==> src/rtl/flop_pipe_pkg.sv <==
// rtl/flop_pipe_pkg.sv - shared helpers for the elastic pipeline register
package flop_pipe_pkg;

   // Occupancy counter width: enough bits to represent 0..stages inclusive.
   function automatic int occ_width(input int stages);
      return (stages < 1) ? 1 : $clog2(stages + 1);
   endfunction

endpackage

==> src/rtl/flop_pipe_stage.sv <==
// rtl/flop_pipe_stage.sv - one valid/payload register pair of the elastic pipeline
module flop_pipe_stage
   import flop_pipe_pkg::*;
#(
   parameter int WIDTH = 8
) (
   input  logic             clk,
   input  logic             reset,
   input  logic             flush,
   input  logic             en,
   input  logic             d_valid,
   input  logic [WIDTH-1:0] d_data,
   output logic             q_valid,
   output logic [WIDTH-1:0] q_data
);

   logic             valid_d, valid_q;
   logic [WIDTH-1:0] data_d, data_q;

   // Payload only moves with a valid entry so bubbles never toggle the data flops.
   always_comb begin
      valid_d = valid_q;
      data_d  = data_q;
      if (en) begin
         valid_d = d_valid;
         if (d_valid) begin
            data_d = d_data;
         end
      end
      if (flush) begin
         valid_d = 1'b0;
      end
   end

   always_ff @(posedge clk) begin
      if (reset) begin
         valid_q <= 1'b0;
         data_q  <= '0;
      end else begin
         valid_q <= valid_d;
         data_q  <= data_d;
      end
   end

   assign q_valid = valid_q;
   assign q_data  = data_q;

endmodule

==> src/rtl/flop_pipe.sv <==
// rtl/flop_pipe.sv - elastic valid/ready pipeline register with bubble collapse, flush and occupancy
module flop_pipe
   import flop_pipe_pkg::*;
#(
   parameter  int WIDTH  = 8,
   parameter  int STAGES = 2,
   localparam int CW     = occ_width(STAGES)
) (
   input  logic             clk,
   input  logic             reset,
   input  logic             flush,
   input  logic             in_valid,
   output logic             in_ready,
   input  logic [WIDTH-1:0] in_data,
   output logic             out_valid,
   input  logic             out_ready,
   output logic [WIDTH-1:0] out_data,
   output logic [CW-1:0]    count
);

   logic [STAGES-1:0] en;
   logic [STAGES-1:0] v;
   logic [WIDTH-1:0]  q [STAGES];
   logic              accept;
   logic              emit;
   logic [CW-1:0]     count_d, count_q;

   // A stage may advance when it or any stage after it is empty, or the sink takes the head.
   always_comb begin : en_chain
      logic chain;
      en    = '0;
      chain = out_ready;
      for (int i = STAGES - 1; i >= 0; i--) begin
         chain = chain | ~v[i];
         en[i] = chain;
      end
   end

   for (genvar i = 0; i < STAGES; i++) begin : g_stage
      logic             d_valid;
      logic [WIDTH-1:0] d_data;

      if (i == 0) begin : g_head
         assign d_valid = in_valid;
         assign d_data  = in_data;
      end else begin : g_body
         assign d_valid = v[i-1];
         assign d_data  = q[i-1];
      end

      flop_pipe_stage #(
         .WIDTH (WIDTH)
      ) u_stage (
         .clk     (clk),
         .reset   (reset),
         .flush   (flush),
         .en      (en[i]),
         .d_valid (d_valid),
         .d_data  (d_data),
         .q_valid (v[i]),
         .q_data  (q[i])
      );
   end

   assign in_ready  = en[0];
   assign out_valid = v[STAGES-1];
   assign out_data  = q[STAGES-1];
   assign accept    = in_valid & en[0];
   assign emit      = v[STAGES-1] & out_ready;

   always_comb begin
      count_d = count_q + CW'(accept) - CW'(emit);
      if (flush) begin
         count_d = '0;
      end
   end

   always_ff @(posedge clk) begin
      if (reset) begin
         count_q <= '0;
      end else begin
         count_q <= count_d;
      end
   end

   assign count = count_q;

endmodule

==> config.mk <==
export PLATFORM = sky130hd
export DESIGN_NAME = flop_pipe
export DESIGN_NICKNAME = d
export VERILOG_FILES = /design/src/rtl/flop_pipe_pkg.sv /design/src/rtl/flop_pipe_stage.sv /design/src/rtl/flop_pipe.sv
export SDC_FILE = /design/constraint.sdc
export NUM_CORES = 1
export LEC_CHECK = 0
export ABC_AREA = 1
export ABC_CLOCK_PERIOD_IN_PS = 4300
export BUFFER_PORTS_ARGS = -buffer_cell sky130_fd_sc_hd__buf_2
export CORE_ASPECT_RATIO = 1.25
export CORE_MARGIN = 2
export CORE_UTILIZATION = 53
export CTS_CLUSTER_DIAMETER = 50
export DETAILED_ROUTE_END_ITERATION = 10
export PLACE_DENSITY = 0.81
export SYNTH_ARGS = -nofsm -noshare
export SYNTH_HDL_FRONTEND = slang
export SYNTH_SLANG_ARGS = --single-unit
==> constraint.sdc <==
create_clock -name clk -period 4.3 [get_ports clk]
set_clock_uncertainty 0.05 [all_clocks]
set_input_delay 0.43 -clock clk [delete_from_list [all_inputs] [get_ports clk]]
set_output_delay 0.43 -clock clk [all_outputs]
set_load 0.05 [all_outputs]
==> impl_metrics.py, run 1 <==
metrics = {
    "run_status": {
        "status": "completed",
    },
    "clock_tree": {
        "clkLatencyLatePin_ns": 0.30,
        "clockBufferDepth": 2,
        "hold_buffers": 0,
        "clk_root_buffer_cell": "clkbuf_4",
        "htreeDepth": 1,
        "cts_tree": "yes",
        "cts_sinks": 20,
        "cts_buffers": 3,
        "post_cts_buffers": 0,
        "cts_resized": 0,
        "clk_pin_slew_ns": 0.11,
    },
    "route": {
        "drt_iter0_drc": 9,
        "postRouteAntennaNets": 0,
        "dr.pass1.iters": 5,
        "drc": 0,
        "dr_total_vias": 774,
        "finalWirelength_mm": 1.50,
        "detail_route.wl_per_cell_um": 9.15,
        "viasPerCell": 4.72,
    },
    "logic_synthesis": {
        "ys_ff_latch": 20,
        "synth_fp_nets": 138,
        "synth.distinct_cells": 14,
        "syn_avg_cell_area_um2": 7.24,
        "yosysWarnings": 0,
        "synthDominantCellAreaShare_pct": 44.9,
        "ys_seq_area_share_pct": 44.9,
        "syn_inst": 123,
        "yosys.area.top_type": "dfxtp_1",
        "synth.cell_area_um2": 891,
        "synth.area.top_cells": "dfxtp_1 45%, nor2_1 11%, nand2_1 9.7%",
    },
    "global_route": {
        "first_global_vias": 671,
        "grt_overflow": 0,
        "grt_pass1_wl_mm": 2.66,
        "grt_max_degree": 20,
        "gr-usage-all-layers_pct": 19.1,
        "antenna_found_initial": 0,
    },
    "floorplanning": {
        "core_area_mm2": 0.00158,
        "boundaryPins": 25,
        "dieWidth_um": 40.7,
        "core.rowCount": 16,
        "start_util_pct": 56.3,
        "die_h_um": 49.8,
        "die-area_mm2": 0.00203,
    },
    "min_path": {
        "worstHoldStart": "flush",
        "hold_class": "input pin to register",
        "hold_end": "count[1]",
        "worstHoldPathCells": 3,
    },
    "power_and_ir_drop": {
        "peakVddDrop_mv": 0.205,
        "pwr-share-comb_pct": 15.8,
        "total_power_uw": 368,
        "switching_share_pct": 27.2,
        "power.switching_uw": 100,
        "internal_power_uw": 268,
        "powerDensity_mw_per_mm2": 353,
        "power.leakage_uw": 0.000546,
        "pwr-share-seq_pct": 54.8,
        "pwr-share-clk_pct": 29.3,
    },
    "final_layout": {
        "drive_gt1_share_pct": 21.2,
        "instances_no_fill": 164,
        "area_growth_pct": 16.9,
        "stdcell_area_mm2": 0.00104,
        "n_antenna_cell": 0,
        "fin_nets": 162,
        "nFillCells": 144,
    },
    "placement": {
        "placed_area_mm2": 0.00100,
        "port_buffers": 24,
        "gp_congestion": 0.671,
        "place_ws_ns": 2.51,
        "dp.cells": 160,
        "post-dp-hpwl_mm": 1.11,
    },
    "sta": {
        "hold_violations": 0,
        "fmax_mhz": 541,
        "relSlewSlack_pct": 70.0,
        "setup_slack_ns": 2.45,
        "finalCritPeriodShare_pct": 43.0,
        "setup_viol_count_final": 0,
        "slew_viol_final": 0,
        "rsz0062_at_grt": "false",
        "tightest_slew_ns": 0.450,
        "setup_tns_ns": 0,
        "fin_crit_ns": 1.85,
    },
    "critical_path": {
        "arrival_ns": 1.37,
        "rr_endpoint": "count[1]",
        "rrSetupSlack_ns": 2.61,
        "cp_data_required_time_ns": 3.82,
        "cp-end-kind": "output port",
        "worstSetupPathType": "register to output port",
        "path_max_fanout": 19,
        "start_kind": "register",
        "r2r_cells": 7,
        "reg2reg_from": "g_stage[0].u_stage.q_valid",
    },
    "run": {
        "maxCapViolations": 0,
    },
}
## cell type report
type | instances | area (µm²) | area share, %
clock buffer | 4 | 36.3 | 3.49
inverter | 17 | 63.8 | 6.13
multi-input combinational | 81 | 398 | 38.2
sequential | 20 | 400 | 38.5
tap | 18 | 22.5 | 2.16
timing repair buffer | 24 | 120 | 11.5
## cell families (layout without fill, tap and decap cells)
logic type / after synthesis / after routing / share of synthesized area (%)
compound gates: 12 / 12 / 7.16
fa+ha+maj: 2 / 2 / 2.81
buf+inv: 22 / 45 / 10.4
flops: 20 / 20 / 44.9
simple gates: 67 / 67 / 34.7
## sequential cells by signal, indices dropped and copies added (netlist names)
register and cells:
g_stage.u_stage.q_data 16, count 2, g_stage.u_stage.q_valid 2
## routing by layer
metal  global-route usage (%)  wire length (µm)
met3                     4.05                56
met4                     11.7                35
met5                        0                 0
met1                     21.8               700
met2                     30.4               709
## synthesized netlist by cell type
| master | n |
|---|---|
| dfxtp_1 | 20 |
| buf_1 | 1 |
| buf_2 | 2 |
| nor2_1 | 25 |
| a21oi_2 | 1 |
| inv_1 | 17 |
| buf_4 | 2 |
| a21oi_1 | 11 |
| nand3_1 | 9 |
| ha_1 | 2 |
| nand2_1 | 23 |
| nand3b_1 | 8 |
| or2_2 | 1 |
| nand3_4 | 1 |
## worst max-delay path by stage
stage                               start  endpoint  slack, ns  cells past startpoint
6_report       g_stage[0].u_stage.q_valid  in_ready       2.45                      2
5_1_grt        g_stage[0].u_stage.q_valid  in_ready       2.36                      2
4_1_cts        g_stage[0].u_stage.q_valid  in_ready       2.45                      2
3_5_place_dp                    out_ready  count[1]       2.51                      9
3_3_place_gp                    out_ready  count[1]       2.57                      9
2_1_floorplan  g_stage[1].u_stage.q_valid  count[1]       2.55                      7
## worst max-delay path: stages, from the launching register on
cell,delay (ns)
dfxtp_1,0.54
nand3_4,0.24
buf_2,0.29
## stage by stage
stage / utilization [%] / hold slack [ns]
final: 65.8 / 0.364
after global routing: 65.8 / 0.369
after CTS: 65.8 / 0.362
after detailed placement: 63.5 / 0.411
after global placement: 63.5 / 0.406
after floorplan: - / 0.393
## power by group through the flow
stage,Clock [µW],Combinational [µW],Sequential (µW)
after CTS,109,59.0,202
after global placement,0,57.4,206
after detailed placement,0,58.9,206
after floorplan,0,29.9,221
final,108,58.3,202
after global routing,119,65.5,203
## cells in the final DEF, fill, tap and decap left out, types with 2 or more instances in the layout
| cell type | count |
|---|---|
| inv_1 | 17 |
| nand2_1 | 23 |
| nor2_1 | 25 |
| ha_1 | 2 |
| clkbuf_4 | 3 |
| nand3_1 | 9 |
| nand3b_1 | 8 |
| a21oi_1 | 11 |
| buf_2 | 24 |
| dfxtp_1 | 20 |
Note: power is estimated with default switching activity, not from simulation.
==> run 2: changes to the inputs <==
--- a/config.mk
+++ b/config.mk
@@ -5,15 +5,15 @@
 export SDC_FILE = /design/constraint.sdc
 export NUM_CORES = 1
 export LEC_CHECK = 0
-export ABC_AREA = 1
-export ABC_CLOCK_PERIOD_IN_PS = 4300
+export ABC_AREA = 0
+export ABC_CLOCK_PERIOD_IN_PS = 1500
 export BUFFER_PORTS_ARGS = -buffer_cell sky130_fd_sc_hd__buf_2
 export CORE_ASPECT_RATIO = 1.25
 export CORE_MARGIN = 2
-export CORE_UTILIZATION = 53
+export CORE_UTILIZATION = 44
 export CTS_CLUSTER_DIAMETER = 50
 export DETAILED_ROUTE_END_ITERATION = 10
-export PLACE_DENSITY = 0.81
+export PLACE_DENSITY = 0.72
 export SYNTH_ARGS = -nofsm -noshare
 export SYNTH_HDL_FRONTEND = slang
 export SYNTH_SLANG_ARGS = --single-unit
==> constraint.sdc (replaced) <==
create_clock -name clk -period 1.5 [get_ports clk]
set_clock_uncertainty 0.05 [all_clocks]
set_input_delay 0.15 -clock clk [delete_from_list [all_inputs] [get_ports clk]]
set_output_delay 0.15 -clock clk [all_outputs]
set_load 0.05 [all_outputs]
==> impl_metrics.py, run 2 <==
metrics = {
    "global_route": {
        "gr-usage-all-layers_pct": 14.0,
        "grt_pass1_wl_mm": 2.53,
        "first_global_vias": 569,
        "grt_overflow": 0,
        "antenna_found_initial": 0,
        "grt_max_degree": 29,
    },
    "critical_path": {
        "cpPeakStageDelay_ns": 0.36,
        "cpMostUsedCell": "ha_4",
        "rr_endpoint": "count[1]",
        "r2r_cells": 9,
        "cp-end-kind": "register",
        "arrival_ns": 1.80,
        "rrSetupSlack_ns": -0.14,
        "cp_data_required_time_ns": 1.67,
        "reg2reg_from": "g_stage[1].u_stage.q_valid",
        "cp_slowest_cell": "dfxtp_4",
        "cp.depth": 9,
        "start_kind": "register",
        "crit_chain": "nor2b_4, a21boi_4, inv_4, ha_4, inv_2, ha_4, xor2_2, xnor2_1, nor3_1",
        "cp_num_buf_inv": 2,
        "crit_family": "adder cells",
        "worstSetupPathType": "register to register",
        "startpoint": "g_stage[1].u_stage.q_valid",
        "path_max_fanout": 2,
    },
    "sta": {
        "setup_slack_ns": -0.135,
        "relSlewSlack_pct": 73.8,
        "tightest_slew_ns": 0.393,
        "hold_slack_ns": 0.0182,
        "slew_viol_final": 0,
        "rsz0062_at_grt": "true",
        "setup_tns_ns": -0.135,
        "finalCritPeriodShare_pct": 109,
        "fmax_mhz": 611,
        "hold_violations": 0,
        "fin_crit_ns": 1.64,
        "setup_viol_count_final": 1,
    },
    "min_path": {
        "hold_end": "count[0]",
        "worstHoldStart": "flush",
        "worstHoldPathCells": 2,
        "hold_class": "input pin to register",
    },
    "clock_tree": {
        "hold_buffers": 0,
        "clkLatencyLatePin_ns": 0.29,
        "clk_root_buffer_cell": "clkbuf_4",
        "clk_pin_slew_ns": 0.11,
        "clockBufferDepth": 2,
        "cts_tree": "yes",
        "htreeDepth": 1,
        "cts_buffers": 3,
        "cts_sinks": 20,
    },
    "final_layout": {
        "mostFrequentLayoutCells": "23 x buf_2, 19 x dfxtp_1, 17 x nand2b_1",
        "fin_nets": 134,
        "stdcell_area_mm2": 0.00109,
        "drive_gt1_share_pct": 34.7,
        "final_common_cell": "buf_2",
        "n_antenna_cell": 0,
        "largest_reg_flops": 16,
        "area_growth_pct": 23.0,
    },
    "placement": {
        "port_buffers": 24,
        "gp_congestion": 0.749,
        "placed_area_mm2": 0.00104,
        "post-dp-hpwl_mm": 1.17,
        "place_ws_ns": -0.163,
    },
    "route": {
        "postRouteAntennaNets": 0,
        "viasPerCell": 4.94,
        "detail_route.wl_per_cell_um": 11.1,
        "drc": 0,
        "drt_iter0_drc": 10,
        "finalWirelength_mm": 1.54,
        "dr.pass1.iters": 4,
        "dr_total_vias": 682,
    },
    "logic_synthesis": {
        "synth-main-ff-cell": "dfxtp_1",
        "synthDominantCellAreaShare_pct": 45.1,
        "yosysWarnings": 0,
        "synth_fp_nets": 107,
        "synthTopCellsByCount": "20 x dfxtp_1, 17 x nand2b_1, 9 x a21oi_1",
        "ys_ff_latch": 20,
        "yosys.area.top_type": "dfxtp_1",
        "syn_avg_cell_area_um2": 9.66,
        "synth.cell_area_um2": 888,
        "ys_seq_area_share_pct": 45.1,
        "syn_inst": 92,
        "ys_async_sr_fraction_pct": 0,
        "yosysMostFrequentCell": "dfxtp_1",
        "synth.distinct_cells": 20,
        "synth.area.top_cells": "dfxtp_1 45%, nand2b_1 12%, mux2i_1 9.0%",
        "synth-edff-count": 0,
    },
    "floorplanning": {
        "start_util_pct": 45.9,
        "core.rowCount": 18,
        "die_h_um": 54.2,
        "boundaryPins": 25,
        "die-area_mm2": 0.00240,
        "dieWidth_um": 44.2,
        "core_area_mm2": 0.00194,
    },
    "power_and_ir_drop": {
        "powerDensity_mw_per_mm2": 860,
        "pwr-share-comb_pct": 13.4,
        "power.switching_uw": 231,
        "pwr-share-clk_pct": 26.7,
        "peakVddDrop_mv": 0.484,
        "pwr-share-seq_pct": 59.9,
        "switching_share_pct": 24.6,
        "internal_power_uw": 709,
        "power.leakage_uw": 0.000471,
        "total_power_uw": 940,
    },
    "run": {
        "maxCapViolations": 0,
    },
    "run_status": {
        "violations": "negative setup slack",
        "status": "finished with violations",
    },
}
## run 2: per-stage QoR
stage	util, %	cells
finish	56.4	138
floorplan	-	92
global route	56.4	138
CTS	56.4	139
detailed placement	53.6	133
global placement	53.6	133
## run 2: how the worst max path moves through the flow
stage               slack (ns)       end
floorplan                -0.28  count[1]
global placement         -0.11  count[1]
detailed placement       -0.16  count[1]
CTS                      -0.18  count[1]
global route             -0.21  count[1]
finish                   -0.14  count[1]
## run 2: what timing repair did
item	in CTS	in global routing
resized for setup	3	1
pin swaps	0	1
setup buffers	2	0
endpoints found under the setup margin	2	3
## run 2: worst reg2reg max path, delay by kind of cell, from the launching register on
family	cells	cell delay [ns]
AOI/OAI and AO/OA	1	0.16
xor gates and xnor gates	2	0.26
adders and majority gates	2	0.40
buffers and inverters	2	0.08
DFF	1	0.36
and+or+nand+nor	2	0.25
## run 2: layout make-up
| cell class | count | area, µm² |
|---|---|---|
| clock buffer | 4 | 26.3 |
| fill | 182 | 845 |
| multi-input combinational | 62 | 459 |
| inverter | 3 | 13.8 |
| sequential | 20 | 404 |
| tap | 20 | 25.0 |
| timing repair buffer | 29 | 164 |
## run 2: power by group through the flow
| stage | clock [µW] | combinational (µW) | sequential, µW |
|---|---|---|---|
| after global routing | 275 | 138 | 566 |
| after floorplan | 0 | 73.2 | 594 |
| after global placement | 0 | 119 | 573 |
| final | 251 | 126 | 563 |
| after CTS | 262 | 127 | 563 |
| after detailed placement | 0 | 123 | 575 |
## run 2: metal layers
| metal | up-vias | wire, µm | global-route usage (%) |
|---|---|---|---|
| met5 | - | 0 | 0 |
| met4 | 0 | 0 | 3.03 |
| met2 | 15 | 733 | 23.3 |
| met1 | 306 | 738 | 18.8 |
| met3 | 0 | 62 | 2.97 |
| li1 | 361 | - | - |
## run 2: cell families after synthesis
logic type	Yosys count	synth area share [%]
AO/OA/AOI/OAI	19	11.7
buffers and inverters	10	8.31
multiplexers	8	9.01
XOR/XNOR	2	1.97
AND/OR/NAND/NOR	31	21.1
adder cells (fa/ha/maj)	2	2.82
flip-flops	20	45.1
==> run 3: changes to the inputs <==
--- a/config.mk
+++ b/config.mk
@@ -8,11 +8,13 @@
 export ABC_AREA = 0
 export ABC_CLOCK_PERIOD_IN_PS = 1500
 export BUFFER_PORTS_ARGS = -buffer_cell sky130_fd_sc_hd__buf_2
+export CAP_MARGIN = 15
 export CORE_ASPECT_RATIO = 1.25
 export CORE_MARGIN = 2
 export CORE_UTILIZATION = 44
 export CTS_CLUSTER_DIAMETER = 50
 export DETAILED_ROUTE_END_ITERATION = 10
+export HOLD_SLACK_MARGIN = 0.1
 export PLACE_DENSITY = 0.72
 export SYNTH_ARGS = -nofsm -noshare
 export SYNTH_HDL_FRONTEND = slang
==> impl_metrics.py, run 3 (synthesis gave the netlist of run 2 again) <==
metrics = {
    "sta": {
        "hold_violations": 0,
        "relSlewSlack_pct": 73.8,
        "rsz0062_at_grt": "true",
        "finalCritPeriodShare_pct": 109,
        "fmax_mhz": 611,
        "slew_viol_final": 0,
        "tightest_slew_ns": 0.393,
        "fin_crit_ns": 1.64,
        "setup_slack_ns": -0.135,
        "setup_viol_count_final": 1,
    },
    "critical_path": {
        "arrival_ns": 1.80,
        "r2r_cells": 9,
        "crit_family": "adder cells",
        "cp_data_required_time_ns": 1.67,
        "cp-end-kind": "register",
        "worstSetupPathType": "register to register",
        "cpPeakStageDelay_ns": 0.36,
        "reg2reg_from": "g_stage[1].u_stage.q_valid",
        "rr_endpoint": "count[1]",
        "crit_chain": "nor2b_4, a21boi_4, inv_4, ha_4, inv_2, ha_4, xor2_2, xnor2_1, nor3_1",
        "cp_num_buf_inv": 2,
        "start_kind": "register",
        "cp_slowest_cell": "dfxtp_4",
        "cpMostUsedCell": "ha_4",
        "path_max_fanout": 2,
        "rrSetupSlack_ns": -0.14,
    },
    "final_layout": {
        "fin_nets": 143,
        "n_antenna_cell": 0,
        "drive_gt1_share_pct": 32.3,
        "final_common_cell": "buf_2",
        "area_growth_pct": 33.1,
        "stdcell_area_mm2": 0.00118,
        "largest_reg_flops": 16,
        "mostFrequentLayoutCells": "23 x buf_2, 19 x dfxtp_1, 17 x nand2b_1",
    },
    "route": {
        "dr_total_vias": 705,
        "drt_iter0_drc": 10,
        "viasPerCell": 4.80,
        "postRouteAntennaNets": 0,
        "finalWirelength_mm": 1.62,
        "drc": 0,
        "dr.pass1.iters": 4,
        "detail_route.wl_per_cell_um": 11.0,
    },
    "placement": {
        "gp_congestion": 0.749,
        "post-dp-hpwl_mm": 1.17,
        "port_buffers": 24,
        "placed_area_mm2": 0.00104,
    },
    "clock_tree": {
        "clk_root_buffer_cell": "clkbuf_4",
        "clk_pin_slew_ns": 0.11,
        "cts_sinks": 20,
        "htreeDepth": 1,
        "cts_buffers": 3,
        "cts_tree": "yes",
        "clockBufferDepth": 2,
        "clkLatencyLatePin_ns": 0.29,
    },
    "power_and_ir_drop": {
        "total_power_uw": 956,
        "powerDensity_mw_per_mm2": 809,
        "power.leakage_uw": 0.000509,
        "peakVddDrop_mv": 0.533,
    },
    "global_route": {
        "gr-usage-all-layers_pct": 14.7,
        "antenna_found_initial": 0,
        "grt_pass1_wl_mm": 2.66,
        "first_global_vias": 615,
        "grt_max_degree": 29,
        "grt_overflow": 0,
    },
    "floorplanning": {
        "die-area_mm2": 0.00240,
        "dieWidth_um": 44.2,
        "core_area_mm2": 0.00194,
        "start_util_pct": 45.9,
        "die_h_um": 54.2,
        "boundaryPins": 25,
        "core.rowCount": 18,
    },
    "min_path": {
        "worstHoldStart": "in_valid",
        "hold_class": "input pin to register",
        "worstHoldPathCells": 3,
        "hold_end": "g_stage[0].u_stage.q_valid",
    },
    "run_status": {
        "status": "finished with violations",
        "violations": "negative setup slack",
    },
    "run": {
        "maxCapViolations": 0,
    },
}
## run 3: cell count changes in the layout (fill, tap and decap cells not counted), sizes merged
cell and delta:
dlygate4sd3 +9
## run 3: repair_timing
item / CTS / global route
pin swaps: 0 / 1
endpoints found under the setup margin: 2 / 3
endpoints found under the hold margin: 12 / 0
gates cloned: 0 / 0
resized for setup: 3 / 1
hold buffers: 9 / 0
buffers inserted: 2 / 0
## run 3: report_power, final
part	internal [µW]	switching, µW
Sequential	550	12.6
Combinational	71.0	73.3
Clock	103	146
## run 3: worst register-to-register path: stages, from the launching register on
cell	delay [ns]
dfxtp_4	0.36
nor2b_4	0.13
a21boi_4	0.16
inv_4	0.05
ha_4	0.25
inv_2	0.03
ha_4	0.15
xor2_2	0.14
xnor2_1	0.12
nor3_1	0.12
## run 3: final cells by class
type	count	area [µm²]
Fill cell	173	754
Multi-Input combinational cell	62	459
Clock buffer	4	26.3
Timing Repair Buffer	38	254
Sequential cell	20	404
Inverter	3	13.8
Tap cell	20	25.0
## run 3: worst max path at each step
| stage | startpoint | endpoint | slack, ns | cells past startpoint |
|---|---|---|---|---|
| finish | g_stage[1].u_stage.q_valid | count[1] | -0.14 | 9 |
| global placement | g_stage[1].u_stage.q_valid | count[1] | -0.11 | 9 |
| CTS | g_stage[1].u_stage.q_valid | count[1] | -0.18 | 9 |
| detailed placement | g_stage[1].u_stage.q_valid | count[1] | -0.16 | 9 |
| global route | g_stage[1].u_stage.q_valid | count[1] | -0.21 | 9 |
| floorplan | g_stage[1].u_stage.q_valid | count[1] | -0.28 | 10 |
## run 3: metrics by stage
stage / setup TNS (ns) / worst slack, ns / util, % / cells / hold WS, ns
after CTS: -0.183 / -0.183 / 61.0 / 148 / 0.143
final: -0.135 / -0.135 / 61.0 / 147 / 0.125
after detailed placement: -0.163 / -0.163 / 53.6 / 133 / 0.330
after global placement: -0.110 / -0.110 / 53.6 / 133 / 0.332
after global routing: -0.218 / -0.212 / 61.0 / 147 / 0.164
after floorplan: -0.399 / -0.283 / - / 92 / 0.163
## run 3: metal layers
metal / wire length [µm] / track usage [%]
met1: 775 / 19.0
met2: 793 / 25.5
met3: 55 / 2.97
met4: 0 / 3.03
met5: 0 / 0
